<file path="src/rtl/sw_pkg.sv">
// Switch packet format shared by the switch and its output receive buffers.
// Packet: [PKTW] valid, [PKTW-1 -: DSTW] one-hot destination, remainder payload.
package sw_pkg;

   localparam int unsigned PKTW    = 12;
   localparam int unsigned PORT    = 3;
   localparam int unsigned DSTW    = PORT + 1;
   localparam int unsigned DST_MSB = PKTW - 1;
   localparam int unsigned DST_LSB = PKTW - DSTW;
   localparam int unsigned PAY_W   = DST_LSB;

   typedef logic [PKTW:0] pkt_t;

   function automatic logic [DSTW-1:0] dest_onehot(input int unsigned port);
      return DSTW'(1) << port;
   endfunction

endpackage

</file>
<file path="src/rtl/ob_rx_if.sv">
// Packet handshake between a switch output, its receive buffer and the local sink.
// slave: the buffer (ob_rx); master: the surrounding switch/sink environment.
interface ob_rx_if;
   import sw_pkg::*;

   pkt_t pi;
   pkt_t po;
   logic po_valid;
   logic po_ready;

   modport master (output pi, output po_ready, input po, input po_valid);
   modport slave (input pi, input po_ready, output po, output po_valid);

endinterface

</file>
<file path="src/rtl/ob_fifo.sv">
// First-word fall-through FIFO of DEPTH packets; head is 0 while empty.
// Occupancy kept in a separate count one bit wider than the pointers.
module ob_fifo
   import sw_pkg::*;
#(
   parameter int unsigned DEPTH = 4
) (
   input  logic clk_i,
   input  logic rst_i,
   input  logic wr_en_i,
   input  pkt_t wdata_i,
   input  logic rd_en_i,
   output pkt_t rdata_o,
   output logic valid_o,
   output logic full_o
);

   localparam int unsigned AW = $clog2(DEPTH);

   pkt_t          mem_q [DEPTH];
   pkt_t          mem_d [DEPTH];
   logic [AW-1:0] wr_ptr_q, wr_ptr_d;
   logic [AW-1:0] rd_ptr_q, rd_ptr_d;
   logic [AW:0]   cnt_q, cnt_d;

   always_comb begin
      mem_d    = mem_q;
      wr_ptr_d = wr_ptr_q;
      rd_ptr_d = rd_ptr_q;
      cnt_d    = cnt_q;
      if (wr_en_i) begin
         mem_d[wr_ptr_q] = wdata_i;
         wr_ptr_d        = wr_ptr_q + AW'(1);
      end
      if (rd_en_i) begin
         rd_ptr_d = rd_ptr_q + AW'(1);
      end
      case ({wr_en_i, rd_en_i})
         2'b10:   cnt_d = cnt_q + (AW+1)'(1);
         2'b01:   cnt_d = cnt_q - (AW+1)'(1);
         default: cnt_d = cnt_q;
      endcase
   end

   always_ff @(posedge clk_i or posedge rst_i) begin
      if (rst_i) begin
         mem_q    <= '{default: '0};
         wr_ptr_q <= '0;
         rd_ptr_q <= '0;
         cnt_q    <= '0;
      end else begin
         mem_q    <= mem_d;
         wr_ptr_q <= wr_ptr_d;
         rd_ptr_q <= rd_ptr_d;
         cnt_q    <= cnt_d;
      end
   end

   assign valid_o = (cnt_q != '0);
   assign full_o  = (cnt_q == (AW+1)'(DEPTH));
   assign rdata_o = valid_o ? mem_q[rd_ptr_q] : '0;

endmodule

</file>
<file path="src/rtl/ob_rx.sv">
// Receive buffer for one switch output: drops on full (counted), delivers via valid/ready.
// Define OB_MISROUTE_CHK_EN to count packets whose destination is not this port.
module ob_rx
   import sw_pkg::*;
#(
   parameter int unsigned PORT_ID = 0,
   parameter int unsigned DEPTH   = 4,
   parameter int unsigned CNTW    = 8
) (
   input  logic            clk,
   input  logic            rst,
   ob_rx_if.slave          bus,
   output logic            full,
   output logic [CNTW-1:0] drop_cnt,
   output logic [CNTW-1:0] mis_cnt
);

   logic pi_valid;
   logic deq;
   logic enq;
   logic drop;

   logic [CNTW-1:0] drop_cnt_q, drop_cnt_d;

   assign pi_valid = bus.pi[PKTW];
   assign deq      = bus.po_valid & bus.po_ready;
   // The switch cannot stall, so a full buffer only accepts when the sink frees a slot.
   assign enq      = pi_valid & (~full | deq);
   assign drop     = pi_valid & full & ~deq;

   ob_fifo #(
      .DEPTH (DEPTH)
   ) u_fifo (
      .clk_i   (clk),
      .rst_i   (rst),
      .wr_en_i (enq),
      .wdata_i (bus.pi),
      .rd_en_i (deq),
      .rdata_o (bus.po),
      .valid_o (bus.po_valid),
      .full_o  (full)
   );

   always_comb begin
      drop_cnt_d = drop_cnt_q;
      if (drop && (drop_cnt_q != '1)) begin
         drop_cnt_d = drop_cnt_q + CNTW'(1);
      end
   end

   always_ff @(posedge clk or posedge rst) begin
      if (rst) begin
         drop_cnt_q <= '0;
      end else begin
         drop_cnt_q <= drop_cnt_d;
      end
   end

   assign drop_cnt = drop_cnt_q;

`ifdef OB_MISROUTE_CHK_EN
   logic            misrouted;
   logic [CNTW-1:0] mis_cnt_q, mis_cnt_d;

   assign misrouted = pi_valid & (bus.pi[DST_MSB:DST_LSB] != dest_onehot(PORT_ID));

   always_comb begin
      mis_cnt_d = mis_cnt_q;
      if (misrouted && (mis_cnt_q != '1)) begin
         mis_cnt_d = mis_cnt_q + CNTW'(1);
      end
   end

   always_ff @(posedge clk or posedge rst) begin
      if (rst) begin
         mis_cnt_q <= '0;
      end else begin
         mis_cnt_q <= mis_cnt_d;
      end
   end

   assign mis_cnt = mis_cnt_q;
`else
   assign mis_cnt = '0;
`endif

endmodule

</file>
<file path="src/flat_wrapper.sv">
// flat-port wrapper written by rule: the top's interface ports become plain ports
module ob_rx_flat import sw_pkg::*;
#(
   parameter int unsigned PORT_ID = 0,
   parameter int unsigned DEPTH   = 4,
   parameter int unsigned CNTW    = 8
)
  (clk, rst, full, drop_cnt, mis_cnt, bus_pi, bus_po_ready, bus_po, bus_po_valid);
  ob_rx_if bus_i ();
  input  logic clk;
  input  logic rst;
  output logic full;
  output logic [CNTW-1:0] drop_cnt;
  output logic [CNTW-1:0] mis_cnt;
  input wire logic [$bits(bus_i.pi)-1:0] bus_pi;
  input wire logic [$bits(bus_i.po_ready)-1:0] bus_po_ready;
  output wire logic [$bits(bus_i.po)-1:0] bus_po;
  output wire logic [$bits(bus_i.po_valid)-1:0] bus_po_valid;
  assign bus_i.pi = bus_pi;
  assign bus_i.po_ready = bus_po_ready;
  assign bus_po = bus_i.po;
  assign bus_po_valid = bus_i.po_valid;
  ob_rx #(.PORT_ID(PORT_ID), .DEPTH(DEPTH), .CNTW(CNTW)) u_core (.clk(clk), .rst(rst), .bus(bus_i), .full(full), .drop_cnt(drop_cnt), .mis_cnt(mis_cnt));
endmodule
</file>
<file path="config.mk">
export PLATFORM = sky130hd
export DESIGN_NAME = ob_rx_flat
export DESIGN_NICKNAME = d
export VERILOG_FILES = /design/src/rtl/sw_pkg.sv /design/src/rtl/ob_rx_if.sv /design/src/rtl/ob_fifo.sv /design/src/rtl/ob_rx.sv /design/src/flat_wrapper.sv
export SDC_FILE = /design/constraint.sdc
export NUM_CORES = 1
export LEC_CHECK = 0
export CAP_MARGIN = 25
export CORE_MARGIN = 3
export CORE_UTILIZATION = 40
export DETAILED_ROUTE_END_ITERATION = 8
export PLACE_DENSITY = 0.73
export SYNTH_ARGS = -nofsm -noshare
export SYNTH_HDL_FRONTEND = slang
export SYNTH_HIERARCHICAL = 1
export SYNTH_SLANG_ARGS = --single-unit
</file>
<file path="constraint.sdc">
create_clock -name clk -period 3.5 [get_ports clk]
set_input_delay 0.7 -clock clk [delete_from_list [all_inputs] [get_ports clk]]
set_output_delay 0.7 -clock clk [all_outputs]
set_load 0.05 [all_outputs]
</file>
==> summary.txt <==
final cell count without fillers: 382
IO Port Bufs: 38
CP Max Fanout: 11
Leak: 1.70 nW
top-area cell type share of the netlist area: 51.6%
CP Capture Type: output pin
post-CTS resize count: 0
min cycle time layout: 3.19 ns
Arr. time, crit path: 2.49 ns
WS Path Type: reg -> out
crit start category: flop
vias in the first global route: 1960
clock buffer depth: 2
setup slack, reg-to-reg: 1.01 ns
R2R Path Start: u_core/u_fifo/cnt_q[0]
Starting DRT DRC Count: 74
Clock Pin Slew Worst Setup and Hold Paths: 0.07 ns
Rows: 32
mean area per synthesized cell: 14.2 sq um
TritonCTS clock tree: yes
Core Area: 7810 sq um
hold violation count in the final report: 0
Worst-Margin Slew: 0.534 ns
yosys warns: 6
final wirelength: 6020 microns
diode count: 0
Layout Nets: 298
largest net degree at the start of global routing: 60
Yosys cell types: 35
H-tree levels: 3
r2r worst-path depth: 11
part of the cycle the worst path needs: 91.2%
Setup Fix Bufs, Post-CTS: 0
Setup crit end: bus_po[0]
initial antenna violation count: 0
DR WL/cell: 15.8 microns
Achievable Freq: 313 MHz
setup TNS: 0 ns
Pwr Density: 1080 nW/um^2
Max Cap Viol: 0
post-synthesis cell count: 228
Detailed Place HPWL: 4100 microns
worst skew pair latency: 0.34 ns
DRT Pass-1 Iters: 4
Worst Clk Skew: 0.0106 ns
register bit total from synthesis: 67
die area: 9230 sq um
Slew HR: 64.4%
CTS buffer count: 9
global-route wire length before repair: 9700 microns
HP Class: reg -> reg
register area share after synthesis: 51.6%
clock sink count: 67
Vias/cell: 4.98
clock root cell: clkbuf_8
initial core utilization: 41.6%
Worst setup startpoint: u_core/u_fifo/rd_ptr_q[1]
worst vdd ir: 480 uV
Pwr Total: 4.25 mW
Final GP Congestion: 0.807
WP data required: 2.80 ns
chip height: 96.1 microns
dpl cells: 366
fin util: 50.4%
antenna-violating nets left: 0
total track usage: 14.2%
Max Slew Vio Count: 0
Syn Std Cell Area: 3250 sq um
Area Overhead vs Synth: 21.2%
cts hold-fix bufs: 0
unrepaired setup endpoints after global routing: no
DR vias: 1902
run status: finished clean
width of the die: 96.1 microns
grt ovf: 0
final setup violating endpoints: 0
Boundary Pins: 47
Critical R2R Capture: u_core/u_fifo/cnt_q[2]
cell taking the most area after synthesis: dfrtp_1
fraction of layout cells with a size suffix above 1: 25.4%
largest cells by area after synthesis: dfrtp_1 52%, mux2_1 9.4%, mux2_2 9.4%
residual DRC count: 0
registers in the layout, summed over array words and instances, names as in the netlist:
name	count
u_core/drop_cnt	8
u_core/u_fifo/wr_ptr_q	2
u_core/u_fifo/mem_q	52
u_core/u_fifo/rd_ptr_q	2
u_core/u_fifo/cnt_q	3
layout by cell type (no fill, tap or decap), types with 2 or more instances in the layout:
cell	Yosys	final
xnor2_1	5	5
clkdlybuf4s50_1	0	38
xor2_1	4	4
inv_1	11	10
dfrtp_1	67	67
mux2_2	27	27
conb_1	1	8
nand3_1	3	3
mux4_1	2	2
clkinvlp_4	0	2
nor2b_1	12	12
ha_1	6	6
buf_4	8	7
a21oi_1	2	2
clkinv_2	0	2
mux2_1	27	27
nand4_1	2	2
clkbuf_8	0	10
nand2_1	13	13
mux4_2	11	11
mux2_4	2	2
worst min path at each step:
stage	from	endpoint	slack, ns	depth (start not counted)
2_1_floorplan	u_core/u_fifo/mem_q[13]	u_core/u_fifo/mem_q[13]	0.46	1
3_3_place_gp	u_core/u_fifo/mem_q[19]	u_core/u_fifo/mem_q[19]	0.47	1
3_5_place_dp	u_core/u_fifo/mem_q[15]	u_core/u_fifo/mem_q[15]	0.48	1
4_1_cts	u_core/u_fifo/mem_q[15]	u_core/u_fifo/mem_q[15]	0.50	1
5_1_grt	u_core/u_fifo/mem_q[19]	u_core/u_fifo/mem_q[19]	0.51	1
6_report	u_core/u_fifo/mem_q[13]	u_core/u_fifo/mem_q[13]	0.49	1
worst max-delay path, cell delays in order (launching register included):
cell	delay, ns
dfrtp_1	0.68
mux4_1	0.63
nor2b_1	0.14
clkdlybuf4s50_1	0.69
layer usage:
| layer | track usage, % | share of wire [%] | routed length (microns) |
|---|---|---|---|
| met4 | 6.40 | 1.4 | 82 |
| met5 | 0 | 0 | 0 |
| met1 | 18.6 | 46 | 2760 |
| met3 | 3.60 | 3.8 | 226 |
| met2 | 22.0 | 49 | 2950 |
cell usage after synthesis:
cell type	n
nand2_1	13
buf_2	7
and2_1	1
ha_1	6
a21oi_1	2
nor2_2	1
mux4_2	11
xor2_1	4
o21ai_0	1
conb_1	1
xnor2_1	5
mux2_2	27
a21bo_4	1
nor3_1	2
buf_12	1
dfrtp_1	67
nand4_1	2
nor2b_1	12
nor2b_4	1
nand2b_1	1
a31oi_1	1
mux2i_1	1
buf_6	1
inv_1	11
mux2_4	2
fa_1	1
mux4_1	2
nor3_4	1
nand3_1	3
and3_1	1
nor2_1	1
buf_4	8
mux2_1	27
and4_1	1
nand3_2	1
power by group:
| group | internal, mW | switching, mW |
|---|---|---|
| registers | 1.14 | 0.223 |
| logic | 1.02 | 1.21 |
| clock network | 0.348 | 0.303 |
| total | 2.51 | 1.74 |
layout make-up:
class                   instances  area (sq um)
multi-input cells             140          1430
fillers                       649          3870
inverters                      11          41.3
well taps                     102           128
flip-flops and latches         67          1680
clock inverters                 6          63.8
repair buffers                 46           453
clock buffers                  10           138
cells by family (layout without fill, tap and decap cells):
logic type | count (synthesis) | after routing | synth area share, %
other | 1 | 8 | 0.115
and+or+nand+nor | 41 | 41 | 7.36
DFF | 67 | 67 | 51.6
xor gates and xnor gates | 9 | 9 | 2.43
buffers and inverters | 28 | 73 | 5.16
AOI/OAI and AO/OA | 5 | 5 | 1.16
muxes | 70 | 70 | 29.2
adders and majority gates | 7 | 7 | 2.93
stage by stage:
stage	cell area [sq um]	hold WS, ns	worst slack [ns]
5_1_grt	3930	0.511	0.206
3_5_place_dp	3730	0.479	0.581
2_1_floorplan	3270	0.456	0.732
3_3_place_gp	3730	0.470	0.657
4_1_cts	3930	0.496	0.287
6_report	3930	0.490	0.307
No activity file was read; power rests on OpenSTA's default activity.
